File: config.mk
export PLATFORM = sky130hd
export DESIGN_NAME = out_port
export DESIGN_NICKNAME = d
export VERILOG_FILES = /design/src/rtl/out_port_pkg.sv /design/src/rtl/out_fifo.sv /design/src/rtl/out_port.sv
export SDC_FILE = /design/constraint.sdc
export NUM_CORES = 1
export LEC_CHECK = 0
export BUFFER_PORTS_ARGS = -buffer_cell sky130_fd_sc_hd__buf_2
export CAP_MARGIN = 20
export CORE_MARGIN = 2
export CORE_UTILIZATION = 65
export CTS_BUF_LIST = sky130_fd_sc_hd__clkbuf_8
export DETAILED_ROUTE_END_ITERATION = 8
export PLACE_DENSITY = 0.87
export SLEW_MARGIN = 20
export SYNTH_ARGS = -nofsm -noshare
export SYNTH_HDL_FRONTEND = slang
export SYNTH_HIERARCHICAL = 1
export SYNTH_SLANG_ARGS = --single-unit
File: constraint.sdc
create_clock -name clk -period 4.58 [get_ports clk]
set_clock_uncertainty 0.15 [all_clocks]
set_input_delay 0.229 -clock clk [delete_from_list [all_inputs] [get_ports clk]]
set_output_delay 0.229 -clock clk [all_outputs]
set_load 0.01 [all_outputs]
File: src/rtl/out_port_pkg.sv
// Shared constants, FSM encoding and the double-dabble step for the output port.
// Imported by out_port and its testbench.
package out_port_pkg;

    localparam int BIN_W   = 8;
    localparam int BCD_W   = 12;
    localparam int SHIFT_W = BCD_W + BIN_W;
    localparam int ITERS   = 8;

    typedef enum logic [1:0] {
        OUT_IDLE    = 2'd0,
        OUT_CONVERT = 2'd1,
        OUT_PRESENT = 2'd2
    } out_state_t;

    // One double-dabble iteration: bias every BCD nibble >= 5 by 3, then shift left.
    function automatic logic [SHIFT_W-1:0] dabble_step(input logic [SHIFT_W-1:0] sr);
        logic [SHIFT_W-1:0] adj;
        adj = sr;
        for (int d = 0; d < BCD_W / 4; d++) begin
            if (adj[BIN_W + 4*d +: 4] >= 4'd5)
                adj[BIN_W + 4*d +: 4] = adj[BIN_W + 4*d +: 4] + 4'd3;
        end
        return {adj[SHIFT_W-2:0], 1'b0};
    endfunction

endpackage

File: src/rtl/out_fifo.sv
// Circular FIFO with wrapping read/write pointers.
// A push into a full FIFO is accepted only when a pop happens in the same cycle.
module out_fifo #(
    parameter int DEPTH = 4,
    parameter int W     = 8
) (
    input  logic                   clk,
    input  logic                   reset,
    input  logic                   push,
    input  logic                   pop,
    input  logic [W-1:0]           wdata,
    output logic [W-1:0]           rdata,
    output logic [$clog2(DEPTH):0] count,
    output logic                   full,
    output logic                   empty
);
    localparam int AW = $clog2(DEPTH);
    localparam logic [AW-1:0] PTR_ONE = 1;
    localparam logic [AW:0]   CNT_ONE = 1;
    localparam logic [AW:0]   CNT_MAX = (AW+1)'(DEPTH);

    logic [W-1:0]  mem [DEPTH];
    logic [AW-1:0] wr_ptr;
    logic [AW-1:0] rd_ptr;
    logic          do_push;
    logic          do_pop;

    assign full    = (count == CNT_MAX);
    assign empty   = (count == '0);
    assign do_pop  = pop && !empty;
    assign do_push = push && (!full || do_pop);
    assign rdata   = mem[rd_ptr];

    always_ff @(posedge clk) begin
        if (do_push)
            mem[wr_ptr] <= wdata;
    end

    // Pointers wrap naturally because DEPTH is a power of two.
    always_ff @(posedge clk) begin
        if (reset) begin
            wr_ptr <= '0;
            rd_ptr <= '0;
            count  <= '0;
        end else begin
            if (do_push) wr_ptr <= wr_ptr + PTR_ONE;
            if (do_pop)  rd_ptr <= rd_ptr + PTR_ONE;
            case ({do_push, do_pop})
                2'b10:   count <= count + CNT_ONE;
                2'b01:   count <= count - CNT_ONE;
                default: count <= count;
            endcase
        end
    end

endmodule

File: src/rtl/out_port.sv
// CPU output port: queues emitted values, converts each to 3-digit BCD with a
// sequential double-dabble engine, and presents results on a valid/ready port.
module out_port
    import out_port_pkg::*;
#(
    parameter int DEPTH = 4
) (
    input  logic                   clk,
    input  logic                   reset,
    input  logic [7:0]             data_in,
    input  logic                   load,
    output logic                   out_valid,
    input  logic                   out_ready,
    output logic [7:0]             out_bin,
    output logic [11:0]            out_bcd,
    output logic [$clog2(DEPTH):0] fifo_count,
    output logic                   full,
    output logic                   overflow,
    output logic [1:0]             fsm_state
);
    localparam logic [2:0] LAST_ITER = 3'(ITERS - 1);

    out_state_t         state;
    out_state_t         next_state;
    logic               pop;
    logic               empty;
    logic [BIN_W-1:0]   head;
    logic [SHIFT_W-1:0] sr;
    logic [SHIFT_W-1:0] step;
    logic [2:0]         iter;
    logic [BIN_W-1:0]   bin_hold;

    out_fifo #(.DEPTH(DEPTH), .W(BIN_W)) u_fifo (
        .clk   (clk),
        .reset (reset),
        .push  (load),
        .pop   (pop),
        .wdata (data_in),
        .rdata (head),
        .count (fifo_count),
        .full  (full),
        .empty (empty)
    );

    assign step      = dabble_step(sr);
    assign fsm_state = state;

    always_ff @(posedge clk) begin
        if (reset) state <= OUT_IDLE;
        else       state <= next_state;
    end

    // Handshake: out_valid stays high with out_bin/out_bcd frozen until a rising
    // edge sees out_valid && out_ready; that edge completes the transfer.
    always_comb begin
        next_state = state;
        pop        = 1'b0;
        case (state)
            OUT_IDLE: begin
                if (!empty) begin
                    pop        = 1'b1;
                    next_state = OUT_CONVERT;
                end
            end
            OUT_CONVERT: begin
                if (iter == LAST_ITER) next_state = OUT_PRESENT;
            end
            OUT_PRESENT: begin
                if (out_ready) next_state = OUT_IDLE;
            end
            default: next_state = OUT_IDLE;
        endcase
    end

    always_ff @(posedge clk) begin
        if (reset) begin
            sr        <= '0;
            iter      <= '0;
            bin_hold  <= '0;
            out_valid <= 1'b0;
            out_bin   <= '0;
            out_bcd   <= '0;
            overflow  <= 1'b0;
        end else begin
            if (pop) begin
                sr       <= {{BCD_W{1'b0}}, head};
                bin_hold <= head;
                iter     <= '0;
            end
            if (state == OUT_CONVERT) begin
                sr   <= step;
                iter <= iter + 3'd1;
                if (iter == LAST_ITER) begin
                    out_bcd   <= step[SHIFT_W-1:BIN_W];
                    out_bin   <= bin_hold;
                    out_valid <= 1'b1;
                end
            end
            if (state == OUT_PRESENT && out_ready)
                out_valid <= 1'b0;
            // Dropped load: FIFO full and nothing leaving this cycle.
            if (load && full && !pop)
                overflow <= 1'b1;
        end
    end

endmodule
; ---- Word-level counts from Yosys, hierarchy flattened
; Memory sizes are Yosys's and may differ from the RTL's. A register that Yosys moved wholly into a read port is not among the register bits.
; Index checks and enable logic that the tools add are counted.
[word_totals]
n_memories = 1
regBits = 62
ram_bits = 32
word_cells = 68
[mem_list]
columns = name, words, word_bits, read_ports, rd_clocked_by_memory_dff, wr, line_no
row1 = u_fifo.mem, 4, 8, 1, 1, 1, out_fifo.sv:22  ; logic [W-1:0] mem [DEPTH];
[op_classes]
muxes = 18
n_lt_le_gt_ge = 3
n_reduce_logical = 17
add_sub_neg = 8
eq_ne = 9
[ops]
columns = op, n
row1 = $mux 20, 2
row2 = $ge 4x3->1 const B, 3
row3 = $mux 2, 5
row4 = $mux 3, 3
row5 = $add 4x2->4 const B, 2
row6 = $mux 4, 2
row7 = $add 3x1->3 const B, 2
row8 = $eq 3x3->1 const B, 2
row9 = $ne 2x2->1 const B, 3
row10 = $pmux 2 s3, 1
row11 = $pmux 3 s2, 1
row12 = $logic_and 1x1->1, 5
row13 = $add 2x1->2 const B, 2
row14 = $eq 2x1->1 const B, 2
row15 = $eq 2x2->1 const B, 2
row16 = $mux 1, 4
row17 = $reduce_bool 2->1, 2
row18 = $reduce_or 2->1, 2
row19 = $add 3x2->3 const B, 1
row20 = $logic_not 1->1, 3
row21 = $logic_not 3->1, 1
row22 = $reduce_and 3->1, 1
row23 = $sub 3x1->3 const B, 1
row24 = $logic_not 2->1, 1
row25 = 2 further kinds, 2

; ---- Logic depth before layout (Yosys ltp)
; Gate-level depths: netlist (run 1).
[depth]
ltp_word = 8
depth_mapped = 12
ltp_nobuf = 9

; ---- By module
; Netlist (run 1), hierarchy kept.
[modules_own_cells]
columns = module, n_inst, cells_each, seq_area_each_um2, area_each_um2
row1 = out_port, 1, 270, 1101.1, 2321.0
row2 = out_fifo, 1, 101, 1141.1, 1689.1

; ---- Worst setup path after synthesis (run 1)
; Ideal clock, no wire load.
[synth_path]
kind = reg2reg
from = register u_fifo.count[0]
to = register u_fifo.count[2]
path_buffers = 3
required_time_ns = 4.307
arrival_time_ns = 2.539
setup_time_ns = 0.123
slack_ns = 1.767
stages_incl_launch_ff = 13
path_cell_list = dfxtp_1 > buf_6 > nor3_1 > or3_1 > buf_6 > inv_8 > buf_12 > o31a_1 > nand2b_1 > fa_1 > nand2b_1 > o31ai_2 > mux2_1
[synth_via]
elab_chain_cells = 8
word_cells_on_any_way = 15
cone_classes = add/sub (2) / eq/ne (3) / mux (3) / reduce/logical (7)
[synth_lines]
columns = element, line_no
row1 = start: declaration, out_fifo.sv:13  ; output logic [$clog2(DEPTH):0] count,
row2 = start signal: assignment, out_fifo.sv:49  ; 2'b10: count <= count + CNT_ONE;
row3 = start signal: assignment, out_fifo.sv:50  ; 2'b01: count <= count - CNT_ONE;
row4 = start signal: assignment, out_fifo.sv:51  ; default: count <= count;
row5 = $logic_not 3->1 (*), out_fifo.sv:29  ; assign empty = (count == '0);
row6 = via empty, out_port.sv:26  ; logic empty;
row7 = $mux 1 (*), out_port.sv:60  ; if (!empty) begin
row8 = $mux 1 (*), out_port.sv:58  ; case (state)
row9 = via pop, out_port.sv:25  ; logic pop;
row10 = $logic_and 1x1->1 (*), out_fifo.sv:30  ; assign do_pop = pop && !empty;
row11 = $logic_or 1x1->1, out_fifo.sv:31  ; assign do_push = push && (!full || do_pop);
row12 = $logic_and 1x1->1, out_fifo.sv:31
row13 = $eq 2x1->1 / $eq 2x2->1 (equally long branches), out_fifo.sv:48  ; case ({do_push, do_pop})
row14 = $pmux 3 s2 / $reduce_bool 2->1 (equally long branches), -
; Mark *: on every way through the listed nets, which the timed path passes. The rest lies on a longest branch.
; A chain may end at the register's enable or synchronous reset.

; ---- Worst setup path after layout (run 1)
[layout_path]
from = register u_fifo.count[0]
to = register u_fifo.count[2]
[layout_via]
elab_chain_cells = 8
word_cells_on_any_way = 15
cone_classes = add/sub (2) / eq/ne (3) / mux (3) / reduce/logical (7)
[layout_lines]
columns = element, line_no
row1 = $logic_not 3->1 (*), out_fifo.sv:29
row2 = via empty, out_port.sv:26
row3 = $mux 1, out_port.sv:60
row4 = $mux 1, out_port.sv:58
row5 = $logic_and 1x1->1 (*), out_fifo.sv:30
row6 = $logic_or 1x1->1, out_fifo.sv:31
row7 = $logic_and 1x1->1, out_fifo.sv:31
row8 = $eq 2x1->1 / $eq 2x2->1 (equally long branches), out_fifo.sv:48
row9 = $pmux 3 s2 / $reduce_bool 2->1 (equally long branches), -
; Marks and branches as above.

==> results of run 1 <==
==> per-layer routing <==
metal / global-route usage / wire [um] / vias up / part of all wire
li1: - / - / 1387 / -
met1: 0.323 / 3450 / 1358 / 0.44
met2: 0.395 / 3800 / 82 / 0.49
met3: 0.0554 / 387 / 17 / 0.050
met4: 0.0967 / 118 / 0 / 0.015
met5: 0 / 0 / - / 0
==> sequential cells by signal (all words and copies together), names as in the netlist, named ones only <==
name	cells
u_fifo/wr_ptr	2
u_fifo/rd_ptr	2
u_fifo/count	3
iter	3
overflow	1
out_valid	1
u_fifo/mem	32
out_bin	8
sr	20
fsm_state	2
out_bcd	12
bin_hold	8
==> cell families after synthesis <==
group / count (synthesis)
muxes: 13
adders and majority gates: 13
and+or+nand+nor: 135
xor gates and xnor gates: 7
AOI/OAI and AO/OA: 73
buffers and inverters: 34
DFF: 96
==> area by class of cell <==
| cell class | instances | area [um2] | area share |
|---|---|---|---|
| multi-input combinational | 241 | 1580 | 0.355 |
| inverter | 12 | 52.6 | 0.0118 |
| clock inverter | 7 | 71.3 | 0.0160 |
| sequential | 96 | 2240 | 0.504 |
| timing repair buffer | 48 | 288 | 0.0646 |
| tap | 75 | 93.8 | 0.0211 |
| clock buffer | 9 | 124 | 0.0278 |
==> stage by stage <==
| step | cell area (um2) | power, W |
|---|---|---|
| after global placement | 4170 | 0.00143 |
| after global routing | 4450 | 0.00209 |
| after floorplan | 4010 | 0.00140 |
| after detailed placement | 4170 | 0.00145 |
| final | 4450 | 0.00200 |
| after CTS | 4450 | 0.00200 |
==> synth_stat cells (4+ instances only) <==
cell,number,area share
xnor2_1,4,0.0087
a21oi_1,33,0.041
nand2b_1,8,0.012
ha_1,12,0.037
nand3_1,7,0.0087
o21ai_0,13,0.016
clkbuf_1,8,0.0075
nand3b_1,6,0.011
edfxtp_1,32,0.24
nor3_1,7,0.0087
or3_1,4,0.0062
a31oi_1,8,0.012
and2_1,5,0.0078
nand2_1,57,0.053
dfxtp_1,64,0.32
nor3b_1,5,0.0094
inv_1,11,0.010
mux4_2,8,0.045
nor2_1,21,0.020
buf_2,7,0.0087
a211oi_1,6,0.011
==> power by group through the flow <==
| stage | Combinational [W] | Sequential (W) | Clock, W |
|---|---|---|---|
| after global routing | 0.000452 | 0.00105 | 0.000588 |
| final | 0.000409 | 0.00104 | 0.000553 |
| after floorplan | 0.000369 | 0.00103 | 0 |
| after CTS | 0.000405 | 0.00104 | 0.000558 |
| after global placement | 0.000383 | 0.00105 | 0 |
| after detailed placement | 0.000392 | 0.00106 | 0 |
==> how the worst max path moves through the flow <==
stage	from	endpoint	slack, ns
2_1_floorplan	u_fifo/count[0]	u_fifo/count[2]	1.77
3_3_place_gp	u_fifo/count[0]	u_fifo/count[2]	1.47
3_5_place_dp	u_fifo/count[0]	u_fifo/count[2]	1.34
4_1_cts	u_fifo/count[0]	u_fifo/count[2]	1.29
5_1_grt	u_fifo/count[0]	u_fifo/count[2]	1.13
6_report	u_fifo/count[0]	u_fifo/count[2]	1.25
==> tightest hold or removal path, stage by stage <==
cell     delay (ns)
buf_2          0.18
a31oi_1        0.10
nor2_1         0.07
==> flow_summary.json, run 1 <==
{
  "clkPwrFrac": 0.277,
  "synth-simple-area-share": 0.170,
  "r2r_setup_slack_ns": 1.25,
  "worstPathRequired_ns": 4.69,
  "p_leak_nw": 1.61,
  "via_count": 2844,
  "setup_tns_ns": 0,
  "period_needed_ns": 3.33,
  "via_per_inst": 5.83,
  "clk_latency_ns": 0.37,
  "pwr-share-comb": 0.205,
  "gp_congestion": 0.782,
  "syn-num-nets": 396,
  "cp_slowest_stage_delay_ns": 0.64,
  "syn-instance-count": 371,
  "cts_hold_buf": 9,
  "numCtsBuffers": 9,
  "slew_viol_final": 0,
  "rsz0062_at_grt": "false",
  "nFillCells": 406,
  "synth_mux_area_frac": 0.0587,
  "area_delta_synth_final_pct": 11.0,
  "drt_wl_total_um": 7750,
  "slew_headroom": 0.509,
  "p_per_area_nw_per_um2": 449,
  "die_w_um": 82.5,
  "path_cells": "nor3_1, or3_1, inv_8, o31a_1, nand2b_1, fa_1, nand2b_1, o31ai_2, mux2_1",
  "cp_max_fo": 20,
  "r2r_end": "u_fifo/count[2]",
  "cap_violations": 0,
  "fin_nets": 433,
  "cp_num_cells": 9,
  "start_util": 0.673,
  "wl_per_cell_um": 15.9,
  "hold_viol": 0,
  "num_rows": 28,
  "ys.flop_type": "dfxtp_1",
  "h-tree-depth": 3,
  "synth-edff-count": 32,
  "place_inst": 463,
  "hpwl_um": 4910,
  "r2r_start": "u_fifo/count[0]",
  "hold-path-cell-count": 3,
  "crit_slowest_cell": "or3_1",
  "synthAdderAreaFrac": 0.0424,
  "grt_pass1_vias": 2598,
  "insertedDiodeCount": 0,
  "port_buffers": 39,
  "power_switching_w": 0.000634,
  "intPower_w": 0.00137,
  "status": "complete, no violations",
  "min_to": "overflow",
  "critPathCaptureType": "register",
  "layout_common_cells": "64 x dfxtp_1, 57 x nand2_1, 38 x buf_2",
  "cp_num_buf_inv": 1,
  "gr-total-overflow": 0,
  "fmax_mhz": 300,
  "hp-class": "in -> reg",
  "ys_async_sr_fraction": 0,
  "finalCritPeriodShare": 0.728,
  "synth_top_family_by_area": "simple AND/OR/NAND/NOR gates",
  "whs_ns": 0.0986,
  "drtIter0Drc": 254,
  "place_ws_ns": 1.34,
  "num_io_pins": 40,
  "dieArea_um2": 6810,
  "die_h_um": 82.5,
  "grt_antenna_before_repair": 0,
  "seq_power_share": 0.519,
  "critPathArrivalTime_ns": 3.44,
  "hp-start": "load",
  "yosysWarnings": 6,
  "cp_top_family": "simple AND/OR/NAND/NOR gates",
  "grt_pass1_wl_um": 12400,
  "synth.avg_cell_area_um2": 10.8,
  "synth_xor_area_frac": 0.0153,
  "cts_resized": 0,
  "fin_cells": 488,
  "setup_slack_ns": 1.25,
  "drive_gt1_frac": 0.179,
  "track_usage": 0.245,
  "cts_sinks": 96,
  "synth.distinct_cells": 51,
  "drt.antenna.violating_nets": 0,
  "synth_seq_area_share": 0.559,
  "syn-cell-area_um2": 4010,
  "fin_util": 0.748,
  "synth_compound_area_frac": 0.108,
  "post_cts_buffers": 0,
  "worst_pin_slew_ns": 0.737,
  "cts_root_buf": "clkbuf_8",
  "cts_tree": "built",
  "setup_viol": 0,
  "grt_max_degree": 69,
  "worstSetupStartpointType": "register",
  "drcViolationCount": 0,
  "dr.pass1.iters": 4,
  "irDropWorstVdd_mv": 0.288,
  "clk_pin_slew_ns": 0.10,
  "crit_type": "reg -> reg",
  "swShare": 0.317,
  "cp_common_cell": "nand2b_1",
  "core_region_area_um2": 5960,
  "clk_path_buf_depth": 2,
  "yosys_register_bits": 96,
  "layout_commonest_cell": "dfxtp_1",
  "worstRegToRegCells": 9
}
(Power assumes the default switching activity.)
==> run 2: changes to the inputs <==
--- a/config.mk
+++ b/config.mk
@@ -5,13 +5,14 @@
 export SDC_FILE = /design/constraint.sdc
 export NUM_CORES = 1
 export LEC_CHECK = 0
+export ABC_AREA = 1
 export BUFFER_PORTS_ARGS = -buffer_cell sky130_fd_sc_hd__buf_2
 export CAP_MARGIN = 20
 export CORE_MARGIN = 2
-export CORE_UTILIZATION = 65
+export CORE_UTILIZATION = 61
 export CTS_BUF_LIST = sky130_fd_sc_hd__clkbuf_8
 export DETAILED_ROUTE_END_ITERATION = 8
-export PLACE_DENSITY = 0.87
+export PLACE_DENSITY = 0.82
 export SLEW_MARGIN = 20
 export SYNTH_ARGS = -nofsm -noshare
 export SYNTH_HDL_FRONTEND = slang
==> constraint.sdc (replaced) <==
create_clock -name clk -period 3.3 [get_ports clk]
set_clock_uncertainty 0.15 [all_clocks]
set_input_delay 0.165 -clock clk [delete_from_list [all_inputs] [get_ports clk]]
set_output_delay 0.165 -clock clk [all_outputs]
set_load 0.01 [all_outputs]
==> flow_summary.json, run 2 <==
{
  "numCtsBuffers": 9,
  "worstRegToRegCells": 10,
  "setup_tns_ns": 0,
  "worst_pin_slew_ns": 0.663,
  "grt_pass1_vias": 3000,
  "syn-instance-count": 458,
  "drtIter0Drc": 196,
  "dr.pass1.iters": 7,
  "cap_violations": 0,
  "grt_max_degree": 40,
  "largest-register": "u_fifo/mem",
  "via_per_inst": 5.35,
  "r2r_start": "u_fifo/count[0]",
  "die_w_um": 85.7,
  "netlist_top_cells_count": "88 x nand2_1, 64 x dfxtp_1, 59 x nor2_1",
  "area_delta_synth_final_pct": 12.3,
  "gr-total-overflow": 0,
  "fin_cells": 585,
  "port_buffers": 39,
  "core_region_area_um2": 6420,
  "fmax_mhz": 410,
  "place_inst": 560,
  "die_h_um": 85.7,
  "h-tree-depth": 3,
  "critPathArrivalTime_ns": 2.54,
  "critPathCaptureType": "register",
  "yosys_register_bits": 96,
  "worstPathRequired_ns": 3.40,
  "critPathLaunch": "u_fifo/count[0]",
  "irDropWorstVdd_mv": 0.538,
  "track_usage": 0.235,
  "status": "finished, violations left",
  "cp_max_fo": 5,
  "whs_ns": 0.0736,
  "drt.antenna.violating_nets": 0,
  "gp_congestion": 1.02,
  "slew_viol_final": 0,
  "post_cts_buffers": 0,
  "worstSetupStartpointType": "register",
  "layout_common_cells": "88 x nand2_1, 64 x dfxtp_1, 59 x nor2_1",
  "post-synth-top-area-cell": "dfxtp_1",
  "hp-class": "in -> reg",
  "endpoint": "u_fifo/count[2]",
  "insertedDiodeCount": 0,
  "clk_pin_slew_ns": 0.08,
  "fin_nets": 528,
  "yosysWarnings": 6,
  "via_count": 3132,
  "layout_commonest_cell": "nand2_1",
  "ys_async_sr_fraction": 0,
  "setup_viol": 0,
  "synth_most_common_cell": "nand2_1",
  "clk_path_buf_depth": 2,
  "drcViolationCount": 5,
  "grt_antenna_before_repair": 0,
  "synth.avg_cell_area_um2": 8.90,
  "cts_resized": 0,
  "top_regs": "u_fifo/mem: 32 flops, sr: 20 flops, out_bcd: 12 flops",
  "slew_headroom": 0.556,
  "synth.distinct_cells": 33,
  "violations": "design-rule violations",
  "finalCritPeriodShare": 0.739,
  "wl_per_cell_um": 13.7,
  "ys.flop_type": "dfxtp_1",
  "p_leak_nw": 1.99,
  "hold_viol": 0,
  "cts_hold_buf": 9,
  "largest_reg_flops": 32,
  "num_rows": 29,
  "cts_sinks": 96,
  "r2r_end": "u_fifo/count[2]",
  "nFillCells": 493,
  "num_io_pins": 40,
  "cts_root_buf": "clkbuf_8",
  "hpwl_um": 5310,
  "drt_wl_total_um": 7990,
  "synth_top_area_frac": 0.314,
  "synth-edff-count": 32,
  "drive_gt1_frac": 0.154,
  "p_per_area_nw_per_um2": 709,
  "cts_tree": "built",
  "r2r_setup_slack_ns": 0.86,
  "dieArea_um2": 7350,
  "grt_pass1_wl_um": 13400,
  "clk_latency_ns": 0.35,
  "synth.area.top_cells": "dfxtp_1 31%, edfxtp_1 24%, nand2_1 8.1%, nor2_1 5.4%, a21oi_1 4.5%",
  "syn-cell-area_um2": 4080,
  "hold-path-cell-count": 3,
  "rsz0062_at_grt": "false",
  "syn-num-nets": 483,
  "period_needed_ns": 2.44,
  "crit_type": "reg -> reg",
  "start_util": 0.635,
  "synth_seq_area_share": 0.550
}
run 2: cell types whose count changed after synthesis, sizes merged, moves of 6 or more:
cell    delta
a21o       +6
o21ai     +26
nand3b     -6
nand4      +8
mux4       -8
a211oi     -6
nand2     +39
inv       +32
a31oi      -7
nand3     +10
nor2      +41
nand2b     -8
run 2: how the worst min path moves through the flow:
stage	startpoint	end
2_1_floorplan	reset	u_fifo/count[0]
3_3_place_gp	out_ready	out_valid
3_5_place_dp	out_ready	out_valid
4_1_cts	load	overflow
5_1_grt	load	u_fifo/count[1]
6_report	load	overflow
run 2: final cells by class:
type                    count  area, um2  area share
flip-flops and latches     96       2240       0.490
multi-input cells         301       1580       0.345
repair buffers             51        308      0.0673
inverters                  44        165      0.0361
clock buffers               9        124      0.0271
well taps                  77       96.3      0.0211
clock inverters             7       60.1      0.0131
run 2: metal layers:
layer,up-vias,GRT usage,routed length (um)
li1,1610,-,-
met1,1435,0.276,3520
met2,73,0.420,4030
met3,14,0.0443,272
met4,0,0.105,161
met5,-,0,0
run 2: per-stage QoR:
step / util / power (W) / area (um2) / setup WS [ns]
after floorplan: - / 0.00235 / 4080 / 1.06
after global placement: 0.670 / 0.00250 / 4300 / 1.03
after detailed placement: 0.670 / 0.00254 / 4300 / 0.916
after CTS: 0.712 / 0.00326 / 4580 / 0.858
after global routing: 0.712 / 0.00347 / 4580 / 0.665
final: 0.712 / 0.00325 / 4580 / 0.862
run 2: kinds of logic (layout without fill, tap and decap cells):
family,count (synthesis),after routing,share of synthesized area
buffers and inverters,61,111,0.0620
adders and majority gates,13,13,0.0418
DFF,96,96,0.550
AOI/OAI and AO/OA,97,97,0.129
and+or+nand+nor,188,188,0.210
muxes,3,3,0.00737
run 2: critical path, stage by stage, from the launching register on:
cell and delay (ns):
dfxtp_1 0.43, nor2_4 0.08, nand2_4 0.11, inv_1 0.07, nor3_2 0.43, nand3_2 0.22, fa_1 0.45, inv_1 0.09
nand4_2 0.11, a21oi_1 0.14, nor2_1 0.06
run 2: report_power, final:
group | leakage (nW) | total [W] | internal (W) | switching (W)
clock | 0.100 | 0.000719 | 0.000340 | 0.000379
combinational | 1.07 | 0.000977 | 0.000316 | 0.000661
sequential | 0.813 | 0.00155 | 0.00142 | 0.000133
total | 1.99 | 0.00325 | 0.00207 | 0.00117
==> run 3: changes to the inputs <==
--- a/config.mk
+++ b/config.mk
@@ -9,10 +9,10 @@
 export BUFFER_PORTS_ARGS = -buffer_cell sky130_fd_sc_hd__buf_2
 export CAP_MARGIN = 20
 export CORE_MARGIN = 2
-export CORE_UTILIZATION = 61
+export CORE_UTILIZATION = 55
 export CTS_BUF_LIST = sky130_fd_sc_hd__clkbuf_8
 export DETAILED_ROUTE_END_ITERATION = 8
-export PLACE_DENSITY = 0.82
+export PLACE_DENSITY = 0.78
 export SLEW_MARGIN = 20
 export SYNTH_ARGS = -nofsm -noshare
 export SYNTH_HDL_FRONTEND = slang
==> constraint.sdc (replaced) <==
create_clock -name clk -period 2.2 [get_ports clk]
set_clock_uncertainty 0.15 [all_clocks]
set_input_delay 0.11 -clock clk [delete_from_list [all_inputs] [get_ports clk]]
set_output_delay 0.11 -clock clk [all_outputs]
set_load 0.01 [all_outputs]
==> flow_summary.json, run 3 (synthesis gave the netlist of run 2 again) <==
{
  "crit_slowest_cell": "fa_1",
  "drcViolationCount": 0,
  "drive_gt1_frac": 0.178,
  "critPathCaptureType": "register",
  "core_region_area_um2": 7210,
  "slew_viol_final": 0,
  "slew_headroom": 0.609,
  "cts_root_buf": "clkbuf_8",
  "fmax_mhz": 494,
  "rsz0062_at_grt": "false",
  "multi_input_area_um2": 1590,
  "h-tree-depth": 3,
  "r2r_setup_slack_ns": 0.18,
  "nFillCells": 594,
  "cp_common_cell": "inv_1",
  "irDropWorstVdd_mv": 0.748,
  "pwr-share-comb": 0.309,
  "die_w_um": 90.1,
  "power_switching_w": 0.00183,
  "hold-path-cell-count": 3,
  "fin_nets": 537,
  "largest_reg_flops": 32,
  "clk_pin_slew_ns": 0.10,
  "gr-total-overflow": 0,
  "p_total_w": 0.00520,
  "r2r_start": "u_fifo/count[2]",
  "track_usage": 0.212,
  "die_h_um": 90.1,
  "dr.pass1.iters": 4,
  "top_regs": "u_fifo/mem: 32 flops, sr: 20 flops, out_bcd: 12 flops",
  "worstRegToRegCells": 10,
  "cts_sinks": 96,
  "swShare": 0.352,
  "port_buffers": 39,
  "cp_max_fo": 5,
  "hp-class": "in -> reg",
  "num_rows": 31,
  "grt_antenna_before_repair": 0,
  "fin_util": 0.655,
  "drtIter0Drc": 243,
  "dieArea_um2": 8110,
  "clk_path_buf_depth": 2,
  "p_per_area_nw_per_um2": 1100,
  "insertedDiodeCount": 0,
  "post_cts_buffers": 0,
  "numCtsBuffers": 9,
  "setup_tns_ns": 0,
  "hp-start": "reset",
  "path_cells": "inv_1, nand2_4, inv_1, nor3_4, nand3_2, fa_1, inv_1, nand4_2, a21oi_1, nor2_1",
  "fin_cells": 615,
  "status": "complete, no violations",
  "cts_tree": "built",
  "drt.antenna.violating_nets": 0,
  "whs_ns": 0.119,
  "grt_pass1_vias": 3043,
  "area_delta_synth_final_pct": 16.0,
  "grt_pass1_wl_um": 13800,
  "grt_max_degree": 39,
  "gp_congestion": 0.877,
  "clk_latency_ns": 0.36,
  "intPower_w": 0.00337,
  "drt_wl_total_um": 8210,
  "r2r_end": "u_fifo/count[2]",
  "wl_per_cell_um": 13.4,
  "hold_viol": 0,
  "via_per_inst": 5.26,
  "min_to": "iter[0]",
  "crit_type": "reg -> reg",
  "clkPwrFrac": 0.247,
  "layout_commonest_cell": "nand2_1",
  "cp_slowest_stage_delay_ns": 0.41,
  "worstSetupStartpointType": "register",
  "largest-register": "u_fifo/mem",
  "cap_violations": 0,
  "place_inst": 590,
  "start_util": 0.565,
  "worst_pin_slew_ns": 0.585,
  "period_needed_ns": 2.02,
  "worstPathRequired_ns": 2.30,
  "regArea_um2": 2250,
  "setup_viol": 0,
  "finalCritPeriodShare": 0.920,
  "p_leak_nw": 2.05,
  "hpwl_um": 5660,
  "num_io_pins": 40,
  "via_count": 3237,
  "critPathArrivalTime_ns": 2.12,
  "seq_power_share": 0.445,
  "layout_common_cells": "88 x nand2_1, 61 x dfxtp_1, 59 x nor2_1"
}
-- run 3: changes by cell type in the layout (fill, tap and decap cells not counted) --
| cell | before | now |
|---|---|---|
| bufinv_16 | 1 | 2 |
| dlygate4sd3_1 | 9 | 10 |
| inv_6 | 0 | 1 |
| buf_4 | 3 | 11 |
| dfxtp_1 | 64 | 61 |
| inv_4 | 0 | 1 |
| dfxtp_2 | 0 | 3 |
| nor3_2 | 1 | 0 |
| clkbuf_8 | 9 | 11 |
| inv_1 | 41 | 37 |
| nor3_4 | 0 | 1 |
| clkinvlp_4 | 2 | 0 |
-- run 3: stage by stage --
stage	setup WS, ns	area (um2)
2_1_floorplan	0.0336	4090
3_3_place_gp	0.247	4400
3_5_place_dp	0.165	4400
4_1_cts	0.134	4720
5_1_grt	0.0315	4730
6_report	0.176	4730
-- run 3: worst max-delay path, delay by kind of cell, from the launching register on --
family | cells | cell delay [ns]
buffers and inverters | 3 | 0.26
AOI/OAI and AO/OA | 1 | 0.16
and+or+nand+nor | 5 | 0.59
DFF | 1 | 0.36
adders and majority gates | 1 | 0.41
-- run 3: how the worst max path moves through the flow --
| stage | startpoint | cells after the start | endpoint |
|---|---|---|---|
| floorplan | u_fifo/count[2] | 11 | u_fifo/count[2] |
| global placement | u_fifo/count[0] | 10 | u_fifo/mem[3][2] |
| detailed placement | u_fifo/count[0] | 10 | u_fifo/mem[1][7] |
| CTS | u_fifo/count[0] | 10 | u_fifo/mem[1][4] |
| global route | u_fifo/count[2] | 10 | u_fifo/count[2] |
| finish | u_fifo/count[2] | 10 | u_fifo/count[2] |
-- run 3: what timing repair did --
item | 4_1_cts | 5_1_grt
hold endpoints to repair | 35 | 0
endpoints found under the setup margin | 0 | 17
hold buffers | 10 | 0
gates resized for setup | 0 | 3
-- run 3: area by class of cell --
type | count | share of cell area
flip-flops and latches | 96 | 0.475
multi-input cells | 301 | 0.336
repair buffers | 60 | 0.0800
inverters | 44 | 0.0349
clock buffers | 11 | 0.0320
well taps | 99 | 0.0262
clock inverters | 4 | 0.0159
-- run 3: power by group through the flow --
stage | clock network, W | logic (W) | registers, W
floorplan | 0 | 0.00123 | 0.00232
global placement | 0 | 0.00153 | 0.00233
detailed placement | 0 | 0.00157 | 0.00234
CTS | 0.00131 | 0.00159 | 0.00230
global route | 0.00139 | 0.00180 | 0.00234
finish | 0.00128 | 0.00160 | 0.00231
-- run 3: routing by layer --
layer / vias up / global-route usage / part of all wire
li1: 1624 / - / -
met1: 1496 / 0.260 / 0.43
met2: 93 / 0.360 / 0.50
met3: 24 / 0.0436 / 0.038
met4: 0 / 0.0962 / 0.028
met5: - / 0 / 0
